File: config.mk
export PLATFORM = sky130hd
export DESIGN_NAME = cmem_arb
export DESIGN_NICKNAME = d
export VERILOG_FILES = /design/src/rtl/cmem_arb.sv
export SDC_FILE = /design/constraint.sdc
export NUM_CORES = 1
export LEC_CHECK = 0
export BUFFER_PORTS_ARGS = -buffer_cell sky130_fd_sc_hd__buf_4
export CAP_MARGIN = 20
export CORE_MARGIN = 3
export CORE_UTILIZATION = 41
export DETAILED_ROUTE_END_ITERATION = 16
export HOLD_SLACK_MARGIN = 0.02
export PLACE_DENSITY = 0.77
export SYNTH_ARGS = -nofsm -noshare
export SYNTH_HDL_FRONTEND = slang
export SYNTH_SLANG_ARGS = --single-unit
File: constraint.sdc
create_clock -name clk -period 1.9 [get_ports clk]
set_input_delay 0.19 -clock clk [delete_from_list [all_inputs] [get_ports clk]]
set_output_delay 0.19 -clock clk [all_outputs]
set_load 0.1 [all_outputs]
File: src/rtl/cmem_arb.sv
// Coefficient memory arbiter: shares one single-port coefficient RAM between a
// host port (single read/write accesses) and a FIR coefficient sweeper that
// reads addresses 0..ntaps_m1 back to back.
// Ports:
//   clk, rst            clock, asynchronous active-high reset
//   host_*              host request/grant, write data, read data/valid
//   fir_start, ntaps_m1 sweep request and tap count minus one
//   fir_*               sweep status and coefficient stream
//   mem_*               RAM control (registered), mem_q read data
module cmem_arb #(
  parameter int unsigned AW = 6,
  parameter int unsigned DW = 16
) (
  input  logic          clk,
  input  logic          rst,
  input  logic          host_req,
  input  logic          host_wr,
  input  logic [AW-1:0] host_addr,
  input  logic [DW-1:0] host_wdata,
  output logic          host_gnt,
  output logic          host_rvalid,
  output logic [DW-1:0] host_rdata,
  input  logic          fir_start,
  input  logic [AW-1:0] ntaps_m1,
  output logic          fir_busy,
  output logic          fir_coef_valid,
  output logic [DW-1:0] fir_coef,
  output logic [AW-1:0] fir_tap_idx,
  output logic          fir_done,
  output logic          mem_cen,
  output logic          mem_wen,
  output logic [AW-1:0] mem_a,
  output logic [DW-1:0] mem_d,
  input  logic [DW-1:0] mem_q
);

  typedef enum logic [1:0] {IDLE, SWEEP, DRAIN} state_t;

  state_t        state, state_nx;
  logic [AW-1:0] cnt, cnt_nx;
  logic          pending, pending_nx;
  logic          host_pri, host_pri_nx;
  logic          mem_cen_nx, mem_wen_nx;
  logic [AW-1:0] mem_a_nx;
  logic [DW-1:0] mem_d_nx;
  logic          host_gnt_nx, host_rvalid_nx;
  logic          fir_coef_valid_nx, fir_done_nx, fir_busy_nx;
  logic [AW-1:0] fir_tap_idx_nx;
  logic          start_req;
  logic          host_win;

  // RAM read data arrives one cycle after the read edge, which is exactly the
  // cycle the matching valid flag is up, so both data outputs pass it through.
  assign fir_coef   = mem_q;
  assign host_rdata = mem_q;

  assign start_req = fir_start | pending;

  // Next-state, arbitration and RAM command generation
  always_comb begin
    state_nx          = state;
    cnt_nx            = cnt;
    pending_nx        = pending;
    host_pri_nx       = host_pri;
    mem_cen_nx        = 1'b1;
    mem_wen_nx        = 1'b1;
    mem_a_nx          = mem_a;
    mem_d_nx          = mem_d;
    host_gnt_nx       = 1'b0;
    host_rvalid_nx    = host_gnt & mem_wen;
    fir_coef_valid_nx = 1'b0;
    fir_done_nx       = 1'b0;
    fir_tap_idx_nx    = fir_tap_idx;
    host_win          = 1'b0;

    unique case (state)
      IDLE: begin
        // host wins if it has priority after a sweep, or nothing else wants the RAM
        host_win = host_req & (host_pri | ~start_req);
        if (host_win) begin
          host_gnt_nx = 1'b1;
          mem_cen_nx  = 1'b0;
          mem_wen_nx  = ~host_wr;
          mem_a_nx    = host_addr;
          mem_d_nx    = host_wdata;
          host_pri_nx = 1'b0;
          // a losing start is remembered rather than dropped
          pending_nx  = start_req;
        end else if (start_req) begin
          state_nx   = SWEEP;
          cnt_nx     = ntaps_m1;
          pending_nx = 1'b0;
          mem_cen_nx = 1'b0;
          mem_a_nx   = '0;
        end
      end
      SWEEP: begin
        fir_coef_valid_nx = 1'b1;
        fir_tap_idx_nx    = mem_a;
        if (fir_start) pending_nx = 1'b1;
        if (mem_a == cnt) begin
          state_nx    = DRAIN;
          fir_done_nx = 1'b1;
          host_pri_nx = 1'b1;
        end else begin
          mem_cen_nx = 1'b0;
          mem_a_nx   = mem_a + AW'(1);
        end
      end
      DRAIN: begin
        state_nx = IDLE;
        if (fir_start) pending_nx = 1'b1;
      end
      default: state_nx = IDLE;
    endcase

    fir_busy_nx = (state_nx != IDLE);
  end

  // State and output registers
  always_ff @(posedge clk or posedge rst) begin
    if (rst) begin
      state          <= IDLE;
      cnt            <= '0;
      pending        <= 1'b0;
      host_pri       <= 1'b0;
      mem_cen        <= 1'b1;
      mem_wen        <= 1'b1;
      mem_a          <= '0;
      mem_d          <= '0;
      host_gnt       <= 1'b0;
      host_rvalid    <= 1'b0;
      fir_coef_valid <= 1'b0;
      fir_done       <= 1'b0;
      fir_busy       <= 1'b0;
      fir_tap_idx    <= '0;
    end else begin
      state          <= state_nx;
      cnt            <= cnt_nx;
      pending        <= pending_nx;
      host_pri       <= host_pri_nx;
      mem_cen        <= mem_cen_nx;
      mem_wen        <= mem_wen_nx;
      mem_a          <= mem_a_nx;
      mem_d          <= mem_d_nx;
      host_gnt       <= host_gnt_nx;
      host_rvalid    <= host_rvalid_nx;
      fir_coef_valid <= fir_coef_valid_nx;
      fir_done       <= fir_done_nx;
      fir_busy       <= fir_busy_nx;
      fir_tap_idx    <= fir_tap_idx_nx;
    end
  end

endmodule

* Yosys cells after proc, flatten, opt, wreduce, memory -nomap -nowiden
Cells that the tools add are included.
Widths: inputs -> output; s select.
** Operators by class
- $add $sub $neg :: 1
- Eq/ne operators :: 8
- Muxes and demuxes :: 25
- Bitwise operators :: 7
- Reduce and logical (&&, ||, !) cells :: 10
** Operator list (number)
- $mux 6 :: 3
- $mux 1 :: 14
- $pmux 6 s2 :: 1
- $reduce_and 3->1 :: 4
- $add 6x1->6 const B :: 1
- $eq 6x6->1 :: 1
- $mux 2 :: 3
- $ne 2x2->1 const B :: 3
- $pmux 1 s2 :: 3
- $reduce_bool 2->1 :: 3
- $pmux 2 s2 :: 1
- $ne 3x3->1 const B :: 1
- $not 1->1 :: 3
- $and 1x1->1 :: 2
- $eq 2x1->1 const B :: 1
- $eq 2x2->1 const B :: 1
- $logic_not 2->1 :: 1
- $ne 2x1->1 const B :: 1
- $or 1x1->1 :: 2
- $reduce_and 2->1 :: 1
- $reduce_or 2->1 :: 1
** Word-level totals
- Register bits :: 45

* Depth between registers and ports, before layout
Gate-level depths: netlist of run 1.
- Depth in word-level cells :: 7
- Mapped depth :: 8
- Mapped depth without buffers :: 7

* Worst setup path after synthesis of run 1
Ideal clock, no wire load.
- Path kind :: reg2reg
- From :: reg mem_a[2]
- To :: reg mem_a[1]
- Arrival time :: 2.123 ns
- Data required time :: 1.773 ns
- Path slack :: -0.350 ns
- Stages on the path, launching flop included :: 7
- Buffers on the path :: 1
- Period minus slack after synthesis :: 2.250 ns
- Cells stage by stage :: dfrtp_1 -> buf_2 -> xor2_1 -> nor4_2 -> and2_4 -> a21oi_4 -> mux2_4
** On the way
- Cells in the longest elaborated chain, start to end :: 3
** RTL lines
- start: declaration :: RTL line 32 : output logic [AW-1:0] mem_a,
- start signal: assignment :: RTL line 144 : mem_a <= mem_a_nx;
- $eq 6x6->1 :: RTL line 101 : if (mem_a == cnt) begin
- $ne 2x2->1 (no source line)
- $reduce_and 3->1 (no source line)
Every way passes these cells.
A chain may end at the register's enable or synchronous reset.

* Worst setup path after layout of run 1
- From :: reg state[1]
- To :: reg mem_a[1]
** On the way
- Cells in the longest elaborated chain, start to end :: 3
** RTL lines
- start: declaration :: RTL line 39 : state_t state, state_nx;
- start signal: assignment :: RTL line 138 : state <= state_nx;
- $eq 2x1->1 / $logic_not 2->1 (equally long branches) :: RTL line 76 : unique case (state)
- $ne 2x2->1 (no source line) (tied with other cells)
- $reduce_and 3->1 (no source line)
Several ways; a longest one is shown, not always the timed one.

==> results list, run 1 <==
- Buffers added to address setup during post-CTS repair amount to 0.
* Number of port buffers: 67
- Type of element launching the critical path: flop
- RSZ-0062 raised after global routing: false
- Number of I/O pins: 116
* Post-synthesis sequential element count: 45
* Number of antenna cells inserted: 0
* Wire length of the first global-routing pass: 7270 um
* Number of rows in the core area: 26
* Required @ worst endpoint: 2.08 ns
- Post-Place Worst Slack: 0.129 ns
- Synthesis produced 192 cells.
- In this run the mean area of a mapped cell was 12.0 um2.
- The total count of max-transition violations in the final report came to 0.
* Critical path endpoint category: flop
- The tool flagged a number of max-cap violations equal to 0.
- In the final timing run, aggregate negative setup slack is 0 ns.
- Among all flip-flop cells after synthesis, the most frequent one is dfrtp_1.
- Starting density of the core: 0.436
- Synthesized Nets: 244
- For this block, the via count after detailed routing is 1,552.
* NumNets Final: 286
- The run finished with clean final reports.
* Final clock skew: 0.0108 ns
* Start-to-end type of the worst setup path: reg -> reg
- After synthesis, the share of flip-flops with an asynchronous set or reset is 1.00.
- Syn-to-layout area delta: 20.6%
- In this run the deepest clock path goes through 2 buffers.
* Average wire length per cell after detail routing: 14.8 um
* Clock-pin slew of the registers on the worst-case setup and hold paths: 0.09 ns
- The core region is 5270 um2.
- The cell sitting at the root of the clock tree is a clkbuf_8.
- Max-slew headroom at the worst pin: 0.634
- Final cycle utilization of the critical path: 0.943
- Die width: 80.9 um
- The number of antenna violations at the first check in global routing was 0.
- Aggregate routed wire length: 4520 um
- Clock tree synthesis inserted a total of 5 buffers.
* Number of clock sinks seen by CTS: 45
- Synthesis instantiated 42 different standard cells from the library.
- Proportion of synthesized chip area in sequential cells: 0.491
- Skew-Pair Late Insertion Delay: 0.29 ns
* Final number of setup-violating endpoints: 0
* Average via count per standard cell: 5.09
- Top cell type by total area after synthesis: dfrtp_1
* Transition time at the pin with the least slew margin: 0.550 ns
- For this run, design rule violations remaining after detail routing come to 0.
- The via count of the first global-routing pass is 1,577.
* Number of DRC violations after detailed-routing iteration 0: 90
- Number of flops mapped to enable cells by yosys: 0
* Global Route Usage Sum: 0.146
* Cells traversed along the worst timing path: inv_1 -> ha_1 -> or4b_4 -> o21ai_4 -> a21oi_4 -> mux2_4
* Clock tree from TritonCTS: built
- Number of hold-slack violations in the final timing report: 0
- From bottom edge to top edge, the die measures 80.9 um.
- The mapped netlist covers 2300 um2.
- Detailed-routing iteration count for the pre-antenna-repair pass: 4
- The clock tree synthesis step divided the H-tree into 2 levels.
- Of the post-synthesis cell area, the dominant cell type holds 0.468.
- By area the synthesized netlist is led by dfrtp_1 (47%), mux2_2 (14%), buf_4 (11%).
- Post-route worst setup slack: 0.109 ns
- Cell with the biggest individual delay on the critical path: or4b_4
* Number of warnings issued by yosys: 0
- Max incr delay on CP: 0.47 ns
- ANT nets after route: 0
* Post-layout minimum cycle time: 1.79 ns
- Summed over all layers, the global routing overflow is 0.
- Of the cells placed in the final design, the portion with a size suffix greater than 1 is 0.553.
* Die area: 6540 um2
- Entering global routing, the biggest net connects 46 pins.
- Along the worst path, the maximum fanout reaches 9.
* Worst hold path class: in -> async
- Derived from the worst setup path, the maximum achievable clock frequency is 0.558 GHz.
- Routability-driven placement finished with a final weighted congestion of 0.805.
* Placed wire-length estimate: 3380 um
- STA puts the critical path data arrival time at 1.97 ns.
-- cell families after synthesis --
logic type | after synthesis | synth area share
buffers and inverters | 44 | 0.132
adders and majority gates | 3 | 0.0163
muxes | 29 | 0.144
xor gates and xnor gates | 6 | 0.0229
and+or+nand+nor | 35 | 0.0887
AOI/OAI and AO/OA | 30 | 0.106
DFF | 45 | 0.491
-- worst paths after layout --
kind / end / startpoint / slack [ns] / depth (start not counted)
max in group asynchronous: mem_a[2]$_DFFE_PP0P_ / rst / 1.44 / 3
max: mem_a[1]$_DFFE_PP0P_ / state[1]$_DFF_PP0_ / 0.11 / 6
max reg2reg: mem_a[1]$_DFFE_PP0P_ / state[1]$_DFF_PP0_ / 0.11 / 6
min reg2reg: host_rvalid$_DFF_PP0_ / host_gnt$_DFF_PP0_ / 0.51 / 1
min in group clk: mem_d[12]$_DFFE_PP0P_ / host_wdata[12] / 0.12 / 2
min: mem_d[15]$_DFFE_PP0P_ / rst / 0.03 / 3
-- per-layer routing --
| layer | vias to the layer above | track usage | wire length, um | part of all wire |
|---|---|---|---|---|
| met1 | 747 | 0.175 | 1860 | 0.41 |
| met2 | 83 | 0.213 | 2000 | 0.44 |
| met3 | 9 | 0.0776 | 578 | 0.13 |
| met5 | - | 0 | 0 | 0 |
| li1 | 713 | - | - | - |
| met4 | 0 | 0.0693 | 86 | 0.019 |
-- synthesized netlist by cell type (2+ instances only) --
master / count
ha_1: 3
dfrtp_1: 43
buf_2: 2
a211oi_1: 2
a21oi_1: 7
and2_1: 2
xor2_1: 6
and3_1: 3
a31oi_1: 2
nand4_1: 3
inv_1: 5
nor2b_1: 2
a21o_1: 2
o22a_1: 2
o21ai_1: 2
mux2_2: 28
buf_4: 34
nor2_1: 5
nand2_1: 12
nor2_2: 2
dfstp_2: 2
o211a_1: 2
clkbuf_1: 2
-- flip-flops by register name, summed over array words and instances, names as in the netlist, 2 cells and up --
| register | flops |
|---|---|
| state | 2 |
| mem_a | 6 |
| mem_d | 16 |
| cnt | 6 |
| fir_tap_idx | 6 |
-- through the flow --
step           cells  hold WS [ns]  area (um2)  utilization
2_1_floorplan    192         0.229        2320            -
3_3_place_gp     296         0.314        2680        0.508
3_5_place_dp     296         0.315        2680        0.508
4_1_cts          305        0.0397        2770        0.526
5_1_grt          305        0.0730        2770        0.526
6_report         305        0.0270        2770        0.526
-- cell usage in the layout (no fill, tap or decap), types with 2 or more instances in the layout --
cell type and count:
o211a_1 2, a31oi_1 2, and3_1 3, dfrtp_1 37
xor2_1 6, dfrtp_2 4, a211oi_1 2, nand2_1 11
dfstp_2 2, a21o_1 2, o22a_1 2, dfrtp_4 2
nor2_2 2, clkbuf_8 5, mux2_2 28, a21oi_1 7
nand4_1 3, buf_4 72, ha_1 3, nor2b_1 2
nor2_1 5, clkbuf_1 2, o21ai_1 2, and2_1 2
inv_1 4
-- worst max-delay path: cells and delay by family, from the launching register on --
| kind | cells | cell delay [ns] |
|---|---|---|
| flops | 1 | 0.40 |
| simple gates | 1 | 0.47 |
| buf+inv | 1 | 0.11 |
| fa+ha+maj | 1 | 0.17 |
| mux | 1 | 0.30 |
| compound gates | 2 | 0.24 |
-- area by class of cell --
cell class / count / area, um2
multi-input cells: 103 / 871
repair buffers: 74 / 571
clock buffers: 7 / 76.3
flip-flops and latches: 45 / 1140
inverters: 5 / 18.8
fillers: 493 / 2500
well taps: 70 / 87.6
clock inverters: 1 / 7.51
-- what timing repair did --
| item | 4_1_cts | 5_1_grt |
|---|---|---|
| hold endpoints to repair | 1 | 0 |
| resized for setup | 0 | 1 |
| hold buffers | 1 | 0 |
| setup endpoints to repair | 0 | 1 |
Power of run 1 is not shown: default switching activity piles up to over one toggle a cycle in this logic, so the estimate is an artifact.
==> run 2: changes to the inputs <==
--- a/config.mk
+++ b/config.mk
@@ -12,6 +12,7 @@
 export DETAILED_ROUTE_END_ITERATION = 16
 export HOLD_SLACK_MARGIN = 0.02
 export PLACE_DENSITY = 0.77
+export SLEW_MARGIN = 20
 export SYNTH_ARGS = -nofsm -noshare
 export SYNTH_HDL_FRONTEND = slang
 export SYNTH_SLANG_ARGS = --single-unit
==> constraint.sdc (replaced) <==
create_clock -name clk -period 1.61 [get_ports clk]
set_input_delay 0.161 -clock clk [delete_from_list [all_inputs] [get_ports clk]]
set_output_delay 0.161 -clock clk [all_outputs]
set_load 0.1 [all_outputs]
==> results list, run 2 (synthesis gave the netlist of run 1 again) <==
- The floorplan has 26 rows.
- In the routed layout, each cell is associated on average with a via count of 5.04.
* Number of antenna violations at the first check in global routing: 0
- Final core utilization: 0.581
- In this run the tightest slew margin relative to its limit is 0.643.
* Critical R2R Launch: state[0]$_DFF_PP0_
- Number of global-route vias before repair: 1,745
- Die height: 80.9 um
* Type of element launching the critical path: flop
- In this run the worst path has a maximum fanout of 8.
- Dpl cells: 314
- In the post-route analysis, the smallest setup slack over all paths is -0.111 ns.
* Layout cells sized above 1: 0.650
- The initial utilization of the core area, before any placement, comes to 0.436.
* Die area: 6540 um2
- For this block, the initial DRC count from the detailed router was 120.
- Detailed placement ended at an HPWL of 3770 um.
* Skew-Pair Late Insertion Delay: 0.30 ns
- Worst hold path class: in -> reg
- Clock Tree Root: clkbuf_8
- Final cell area excluding filler cells: 3060 um2
- Via count: 1,662
- Hold Path End: mem_d[3]$_DFFE_PP0P_
* Global-route congestion overflow total: 0
* Failing checks: negative setup slack
- ANT nets after route: 0
- Transition time at the pin with the least slew margin: 0.534 ns
* NumNets Final: 311
- Core ar.: 5270 um2
- Start-to-end type of the worst setup path: reg -> reg
* Count of placed standard cells in the final layout, fillers left out: 330
- Post-layout minimum cycle time: 1.72 ns
- At the end of routability-driven placement, the weighted congestion stood at 0.942.
- Wire length of the first global-routing pass: 8200 um
* Clock-pin slew of the registers on the worst-case setup and hold paths: 0.09 ns
- The total count of max-transition violations in the final report is 0.
- Dividing the final minimum period by the clock period gives 1.07.
* Die width: 80.9 um
- Top reg by flops: mem_d
- Required @ worst endpoint: 1.80 ns
* Final routed DRC violation total: 0
- Result of the run: finished with violations
- The clock drives 45 sinks.
- Clock tree from TritonCTS: built
- Number of buffers on the longest clock path: 2
- The tool flagged a number of max-cap violations equal to 0.
- Largest net degree at the start of global routing: 26
- Syn-to-layout area delta: 33.2%
- Most common cell after layout, fill and taps aside: buf_4
- Final clock skew: 0.00814 ns
* Placed inst area: 2840 um2
* Commonest non-fill, non-tap cells in the layout: buf_4 (94), dfrtp_1 (37), mux2_2 (28), nand2_1 (11)
- Final number of setup-violating endpoints: 6
- The repair_antennas step left the layout with diodes totalling 0.
* H-tree depth: 2
* Data arrival, critical path: 1.91 ns
* Global Route Usage Sum: 0.164
* Number of port buffers: 67
- For this block, the routed nets add up to 5140 um of wire.
* Depth of the most critical reg-to-reg path: 6
- Critical path endpoint category: flop
* RSZ-0062 raised after global routing: true
* Number of cells on the worst hold path: 2
- Number of buffers created by CTS: 5
* Detailed-routing iteration count for the pre-antenna-repair pass: 4
* Max Fclk: 0.581 GHz
- R2R Path End: mem_a[1]$_DFFE_PP0P_
* Number of flip-flops in the largest register: 16
- Worst-case register-to-register setup slack: -0.11 ns
- Hold wc startpoint: host_wdata[3]
* Number of hold-slack violations in the final timing report: 0
- For this design the top-level I/O count stands at 116.
- Dividing the detail-routed wire length by the instance count gives 15.6 um.
==> run 2: worst max-delay path by stage <==
| stage | start | end | slack [ns] | depth (start not counted) |
|---|---|---|---|---|
| 2_1_floorplan | mem_a[2]$_DFFE_PP0P_ | mem_a[1]$_DFFE_PP0P_ | -0.26 | 6 |
| 5_1_grt | state[0]$_DFF_PP0_ | mem_a[1]$_DFFE_PP0P_ | -0.16 | 6 |
| 3_3_place_gp | state[0]$_DFF_PP0_ | mem_a[1]$_DFFE_PP0P_ | -0.07 | 6 |
| 4_1_cts | state[0]$_DFF_PP0_ | mem_a[1]$_DFFE_PP0P_ | -0.10 | 6 |
| 6_report | state[0]$_DFF_PP0_ | mem_a[1]$_DFFE_PP0P_ | -0.11 | 6 |
| 3_5_place_dp | state[0]$_DFF_PP0_ | mem_a[3]$_DFFE_PP0P_ | -0.12 | 7 |
==> run 2: cell type report <==
| cell class | count | area, um2 |
|---|---|---|
| clock buffers | 6 | 82.6 |
| clock inverters | 2 | 16.3 |
| fillers | 450 | 2210 |
| inverters | 5 | 18.8 |
| multi-input cells | 103 | 948 |
| flip-flops and latches | 45 | 1140 |
| well taps | 70 | 87.6 |
| repair buffers | 99 | 768 |
==> run 2: layer usage <==
metal / track usage / wire length, um / up-vias
met5: 0 / 0 / -
met4: 0.0659 / 102 / 0
met3: 0.0665 / 575 / 18
met2: 0.259 / 2410 / 89
met1: 0.198 / 2040 / 792
li1: - / - / 763
==> run 2: stage by stage <==
stage                     setup TNS, ns  hold slack, ns  setup slack, ns
after floorplan                   -1.57           0.200           -0.259
after global placement           -0.231           0.238          -0.0728
after detailed placement         -0.565           0.248           -0.119
after CTS                        -0.416          0.0736           -0.101
after global routing              -1.53          0.0721           -0.157
final                            -0.413          0.0878           -0.111
==> run 2: repair_timing <==
action                                  CTS  global route
pin swaps                                 2             7
hold buffers                              2             0
endpoints found under the setup margin   12            31
hold endpoints to repair                 21             0
resized for setup                         5            11
setup buffers                             4             2
==> run 2: critical path, cell delays in order, from the launching register on <==
cell,delay [ns]
dfrtp_1,0.40
inv_2,0.08
ha_4,0.12
or4b_4,0.46
o21ai_4,0.15
a21oi_4,0.08
mux2_4,0.31
Power of run 2 is left out for the same reason.
